[src/rtl/led_sequence_ctrl.sv]
// led_sequence_ctrl
//   Command-driven LED pattern sequencer. Accepts one command at a time
//   over a valid/ready handshake. It then steps the LED bank through a COUNT,
//   SHIFT (rotate-left) or BLINK pattern once every programmed period. The
//   command runs for a programmed number of steps, or until ABORT when the
//   step count is 0. DONE pulses for one cycle on normal completion. CLEAR
//   zeroes the LEDs and pulses DONE without leaving IDLE.
//
// Ports
//   CLK, RST    clock; synchronous active-high reset
//   CMD_VALID   command present             CMD_READY  controller idle
//   CMD_MODE    0 COUNT, 1 SHIFT, 2 BLINK, 3 CLEAR
//   CMD_PERIOD  clock cycles per step (0 treated as 1)
//   CMD_STEPS   steps to run (0 = until ABORT)
//   ABORT       stop a running command (ignored in IDLE)
//   LED         registered pattern output
//   BUSY        command running
//   DONE        registered one-cycle completion pulse
module led_sequence_ctrl #(
  parameter int WIDTH     = 8,
  parameter int DIV_WIDTH = 32
) (
  input  logic                 CLK,
  input  logic                 RST,
  input  logic                 CMD_VALID,
  output logic                 CMD_READY,
  input  logic [1:0]           CMD_MODE,
  input  logic [DIV_WIDTH-1:0] CMD_PERIOD,
  input  logic [15:0]          CMD_STEPS,
  input  logic                 ABORT,
  output logic [WIDTH-1:0]     LED,
  output logic                 BUSY,
  output logic                 DONE
);

  typedef enum logic {IDLE, RUN} state_t;
  typedef enum logic [1:0] {
    MODE_COUNT = 2'd0,
    MODE_SHIFT = 2'd1,
    MODE_BLINK = 2'd2,
    MODE_CLEAR = 2'd3
  } mode_t;

  state_t               state_q, state_d;
  mode_t                mode_q, mode_d;
  logic [DIV_WIDTH-1:0] period_q, period_d;
  logic [DIV_WIDTH-1:0] count_q, count_d;
  logic [15:0]          remain_q, remain_d;
  logic [WIDTH-1:0]     led_q, led_d;
  logic                 done_q, done_d;
  logic                 tick;

  // period_q is never 0 while in RUN, so period_q-1 cannot underflow there.
  assign tick = (count_q == period_q - DIV_WIDTH'(1));

  always_ff @(posedge CLK) begin
    if (RST) begin
      state_q  <= IDLE;
      mode_q   <= MODE_COUNT;
      period_q <= '0;
      count_q  <= '0;
      remain_q <= '0;
      led_q    <= '0;
      done_q   <= 1'b0;
    end else begin
      state_q  <= state_d;
      mode_q   <= mode_d;
      period_q <= period_d;
      count_q  <= count_d;
      remain_q <= remain_d;
      led_q    <= led_d;
      done_q   <= done_d;
    end
  end

  always_comb begin
    state_d   = state_q;
    mode_d    = mode_q;
    period_d  = period_q;
    count_d   = count_q;
    remain_d  = remain_q;
    led_d     = led_q;
    done_d    = 1'b0;
    CMD_READY = (state_q == IDLE);
    BUSY      = (state_q == RUN);

    case (state_q)
      IDLE: begin
        if (CMD_VALID) begin
          mode_d   = mode_t'(CMD_MODE);
          period_d = (CMD_PERIOD == '0) ? DIV_WIDTH'(1) : CMD_PERIOD;
          remain_d = CMD_STEPS;
          count_d  = '0;
          led_d    = (mode_t'(CMD_MODE) == MODE_SHIFT) ? WIDTH'(1) : '0;
          if (mode_t'(CMD_MODE) == MODE_CLEAR) done_d = 1'b1;
          else                                 state_d = RUN;
        end
      end

      RUN: begin
        if (ABORT) begin
          // Abort wins over a coincident tick: LED holds, no DONE.
          state_d = IDLE;
          count_d = '0;
        end else if (tick) begin
          count_d = '0;
          case (mode_q)
            MODE_COUNT: led_d = led_q + WIDTH'(1);
            MODE_SHIFT: led_d = {led_q[WIDTH-2:0], led_q[WIDTH-1]};
            MODE_BLINK: led_d = ~led_q;
            default:    led_d = led_q;
          endcase
          // remain_q == 0 means run forever; never counted down.
          if (remain_q != '0) begin
            remain_d = remain_q - 16'd1;
            if (remain_q == 16'd1) begin
              state_d = IDLE;
              done_d  = 1'b1;
            end
          end
        end else begin
          count_d = count_q + DIV_WIDTH'(1);
        end
      end

      default: state_d = IDLE;
    endcase
  end

  assign LED  = led_q;
  assign DONE = done_q;

endmodule

[config.mk]
export PLATFORM = sky130hd
export DESIGN_NAME = led_sequence_ctrl
export DESIGN_NICKNAME = d
export VERILOG_FILES = /design/src/rtl/led_sequence_ctrl.sv
export SDC_FILE = /design/constraint.sdc
export NUM_CORES = 1
export LEC_CHECK = 0
export ABC_CLOCK_PERIOD_IN_PS = 6100
export CORE_MARGIN = 8
export CORE_UTILIZATION = 62
export CTS_CLUSTER_DIAMETER = 40
export DETAILED_ROUTE_END_ITERATION = 10
export GPL_ROUTABILITY_DRIVEN = 0
export MAX_ROUTING_LAYER = met4
export PLACE_DENSITY = 0.94
export SETUP_SLACK_MARGIN = 0.3
export SLEW_MARGIN = 20
export SYNTH_ARGS = -nofsm -noshare
export SYNTH_HDL_FRONTEND = slang
export SYNTH_SLANG_ARGS = --single-unit
[constraint.sdc]
create_clock -name CLK -period 6.1 [get_ports CLK]
set_clock_uncertainty 0.1 [all_clocks]
set_input_delay 1.22 -clock CLK [delete_from_list [all_inputs] [get_ports CLK]]
set_output_delay 1.22 -clock CLK [all_outputs]
set_load 0.1 [all_outputs]
==> summary.md <==
| Metric | Value |
|---|---|
| Max frequency | 232.7 MHz |
| Distinct cell type count after synthesis | 76 |
| Commonest non-fill, non-tap cells in the layout | sky130_fd_sc_hd__nand2_1 (131), sky130_fd_sc_hd__dfxtp_1 (92), sky130_fd_sc_hd__a21oi_1 (63), sky130_fd_sc_hd__clkdlybuf4s50_1 (63), sky130_fd_sc_hd__nor2_1 (52) |
| Count of flip-flops with a built-in enable after synthesis | 0 |
| Post-synthesis instance total | 787 |
| TritonCTS buffer count | 9 |
| Number of cells on the worst reg-to-reg path | 11 |
| RSZ-0062 raised after global routing | no |
| Most frequent standard cell in the layout excluding fill and tap cells | sky130_fd_sc_hd__nand2_1 |
| Worst EP required | 4.78 ns |
| Layout Cells excl Fill | 957 |
| CP Buf/Inv Count | 2 |
| Hold Path Depth | 2 |
| Power per cell area | 216.4 nW/um^2 |
| Number of DRC violations after detailed-routing iteration 0 | 942 |
| Detailed-routing iteration count for the pre-antenna-repair pass | 6 |
| Cell type group with the largest total delay on the critical path | buffers and inverters |
| Layout fillers | 659 |
| Fraction of final layout cells sized beyond drive strength 1 | 6.068% |
| Outcome | finished clean |
| Type of the tightest min-delay check | reg -> reg |
| Overflow left after global routing | 0 |
| Async set or reset register ratio after synthesis | 0% |
| Sequential cell area fraction in the yosys report | 30.74% |
| Maximum number of pins on one net before global-route repair | 62 |
| Num ports | 65 |
| Remaining number of nets flagged by the antenna check after routing | 0 |
| CTS root buf | sky130_fd_sc_hd__clkbuf_8 |
| Number of sinks driven by the clock tree | 92 |
| Slowest cell on crit path | sky130_fd_sc_hd__clkdlybuf4s50_1 |
| Antenna violations before repair | 0 |
| Netlist area before placement | 5991 um^2 |
| Post-synthesis share of cell area spent on full adders, half adders and majority gates | 1.671% |
| Maxcap violations | 0 |
| Worst Tran Pin Value | 1.003 ns |
| Post-CTS Resized | 0 |
| Area overhead of the layout relative to synthesis | 14.39% |
| Vias post-DR | 6295 |
| H-tree level count | 3 |
| Power after layout | 0.001483 W |
| Later-pin clock latency in the skew report | 0.37 ns |
| TritonCTS clock tree | built |
| Vias in the first global route | 5916 |
| Share of synthesized cell area in and, or, nand and nor gates | 31.77% |
| Routed wire length | 17100 um |
| Remaining routing DRC violations | 0 |
| Crit path DAT | 2.98 ns |
| Clock period minus worst slack | 4.297 ns |
| Hold-fix buffers at CTS | 0 |
| Register bit count reported by yosys | 92 |
| Count of yosys warnings during synthesis | 0 |
| Number of port buffers | 64 |
| Placeable core region | 9594 um^2 |
| Static Leak | 2.521 nW |
| Syn Nets | 849 |
| Worst VDD drop | 0.1697 mV |
| Mux share of post-synthesis cell area | 3.864% |
| Setup Total Neg Slack | 0 ns |
| Final setup violation count | 0 |
| Floorplan row count | 36 |
| Post-Synth XOR/XNOR Area | 6.287% |
| Number of nets in the final layout | 881 |
| Reg-to-Reg End | remain_q[0] |
| Clock Tree Buf Depth | 2 |
| Hold Crit Start | period_q[31] |
| Final period util | 70.45% |
| Critical path, cell by cell | inv_1 > clkdlybuf4s50_1 |
| Synthesized-area fraction occupied by ao, oa, aoi and oai cells | 20.66% |
| Final Slew Violations | 0 |
| Reg2reg setup slack | 2.02 ns |
| Number of diodes added for antenna fixing | 0 |
| Slowest stage delay, CP | 1.10 ns |
| Area of the die | 13060 um^2 |
| DIE HEIGHT | 114.3 um |
| Reg2Reg Launch Point | period_q[0] |
| Worst Setup Path Type | reg -> out |
| Final count of hold timing violations | 0 |
| Clock slew at the register clock pins of the worst setup and hold paths | 0.09 ns |
| Critical path capture point type | primary output |
| Placed Cells | 941 |
| Highest net fanout along the worst path | 24 |
| DIE WIDTH | 114.3 um |
| Wire length of the first global-routing pass | 28110 um |
| Routed len/inst | 17.86 um |
| Number of post-CTS setup repair buffers | 0 |
| Dominant combinational cell family by area after synthesis | simple AND/OR/NAND/NOR gates |
| Max-slew headroom at the worst pin | 32.93% |
| Via density per instance | 6.578 |
| Min-Delay Endpoint | period_q[31] |
| Ys flop type | sky130_fd_sc_hd__dfxtp_1 |
| Setup crit start kind | flop |
| Global-route usage over all layers | 26.92% |
| Synthesized area per cell | 7.612 um^2 |
| Starting density of the core | 62.44% |
| Sum of net half-perimeters after detailed placement | 12070 um |
-- metal layers --
layer	part of all wire, %	track usage [%]	vias to the layer above
met5	0	-	-
met3	9.8	4.430	75
li1	-	-	2922
met1	42	34.24	2860
met4	3.7	13.75	0
met2	45	40.46	438
-- final cells by class --
type / instances / area, um^2 / area share (%)
Clock buffer: 10 / 137.6 / 2.008
Clock inverter: 6 / 87.58 / 1.278
Inverter: 24 / 90.09 / 1.315
Multi-Input combinational cell: 623 / 3856 / 56.27
Sequential cell: 92 / 1842 / 26.88
Tap cell: 133 / 166.4 / 2.428
Timing Repair Buffer: 69 / 673.1 / 9.823
-- cell families (layout without fill, tap and decap cells) --
group,after synthesis,after routing
adder cells (fa/ha/maj),8,8
buffers and inverters,72,109
AO/OA/AOI/OAI,186,186
flip-flops,92,92
multiplexers,23,23
XOR/XNOR,43,43
AND/OR/NAND/NOR,363,363
-- how the worst max path moves through the flow --
stage,start,endpoint,cells after the start
finish,BUSY,CMD_READY,2
global route,BUSY,CMD_READY,2
CTS,BUSY,CMD_READY,2
detailed placement,period_q[0],count_q[22],11
global placement,BUSY,CMD_READY,2
floorplan,BUSY,CMD_READY,3
-- sequential cells by signal, summed over array words and instances, names as in the netlist --
register  flops
BUSY          1
LED           8
DONE          1
count_q      32
remain_q     16
period_q     32
mode_q        2
-- synthesized netlist by cell type (3+ instances only) --
master | number | area share (%)
sky130_fd_sc_hd__nor4_4 | 3 | 1.1
sky130_fd_sc_hd__nor2b_1 | 4 | 0.42
sky130_fd_sc_hd__or3_1 | 11 | 1.1
sky130_fd_sc_hd__a21oi_1 | 63 | 5.3
sky130_fd_sc_hd__a21o_1 | 12 | 1.5
sky130_fd_sc_hd__o21ai_0 | 25 | 2.1
sky130_fd_sc_hd__nand4_1 | 13 | 1.4
sky130_fd_sc_hd__o22ai_1 | 3 | 0.31
sky130_fd_sc_hd__buf_4 | 3 | 0.38
sky130_fd_sc_hd__nor2_1 | 52 | 3.3
sky130_fd_sc_hd__buf_1 | 3 | 0.19
sky130_fd_sc_hd__buf_2 | 9 | 0.75
sky130_fd_sc_hd__or4_4 | 5 | 0.94
sky130_fd_sc_hd__and4_1 | 5 | 0.73
sky130_fd_sc_hd__xnor2_1 | 20 | 2.9
sky130_fd_sc_hd__and3_1 | 13 | 1.4
sky130_fd_sc_hd__o31ai_1 | 10 | 1.3
sky130_fd_sc_hd__nand2_1 | 131 | 8.2
sky130_fd_sc_hd__clkbuf_1 | 32 | 2.0
sky130_fd_sc_hd__o311ai_0 | 4 | 0.58
sky130_fd_sc_hd__xor2_1 | 23 | 3.4
sky130_fd_sc_hd__or4_1 | 6 | 0.75
sky130_fd_sc_hd__nor4b_1 | 3 | 0.44
sky130_fd_sc_hd__nor4_1 | 26 | 2.7
sky130_fd_sc_hd__a22o_1 | 11 | 1.6
sky130_fd_sc_hd__a211oi_1 | 11 | 1.4
sky130_fd_sc_hd__and2_1 | 5 | 0.52
sky130_fd_sc_hd__nor3b_1 | 6 | 0.75
sky130_fd_sc_hd__a311o_1 | 3 | 0.50
sky130_fd_sc_hd__nand2b_1 | 5 | 0.52
sky130_fd_sc_hd__inv_1 | 24 | 1.5
sky130_fd_sc_hd__mux2i_1 | 22 | 3.7
sky130_fd_sc_hd__nand3_1 | 34 | 2.8
sky130_fd_sc_hd__ha_1 | 8 | 1.7
sky130_fd_sc_hd__a31oi_1 | 8 | 0.84
sky130_fd_sc_hd__nor3_1 | 22 | 1.8
sky130_fd_sc_hd__dfxtp_1 | 92 | 31
sky130_fd_sc_hd__a22oi_1 | 5 | 0.63
-- metrics by stage --
step | hold WS (ns) | setup slack, ns | utilization, % | instance area [um^2]
final | 0.3841 | 1.803 | 71.43 | 6853
after global routing | 0.3928 | 1.685 | 71.43 | 6853
after CTS | 0.3808 | 1.845 | 71.43 | 6853
after detailed placement | 0.3669 | 2.170 | 69.08 | 6628
after global placement | 0.3572 | 2.310 | 69.08 | 6628
after floorplan | 0.3454 | 2.613 | - | 5991
-- power by group --
group	switching [W]	internal, W	leakage, nW	total (W)
logic	0.000208	0.000145	1.65	0.000353
clock network	0.000219	0.000242	0.116	0.000460
registers	0.0000441	0.000625	0.750	0.000669
total	0.000471	0.00101	2.52	0.00148
-- worst min-delay path, cell delays in order, from the launching register on --
cell and delay (ns):
sky130_fd_sc_hd__dfxtp_1 0.32, sky130_fd_sc_hd__nand2_1 0.06, sky130_fd_sc_hd__a21oi_1 0.06
Note: power is estimated with default switching activity, not from simulation.
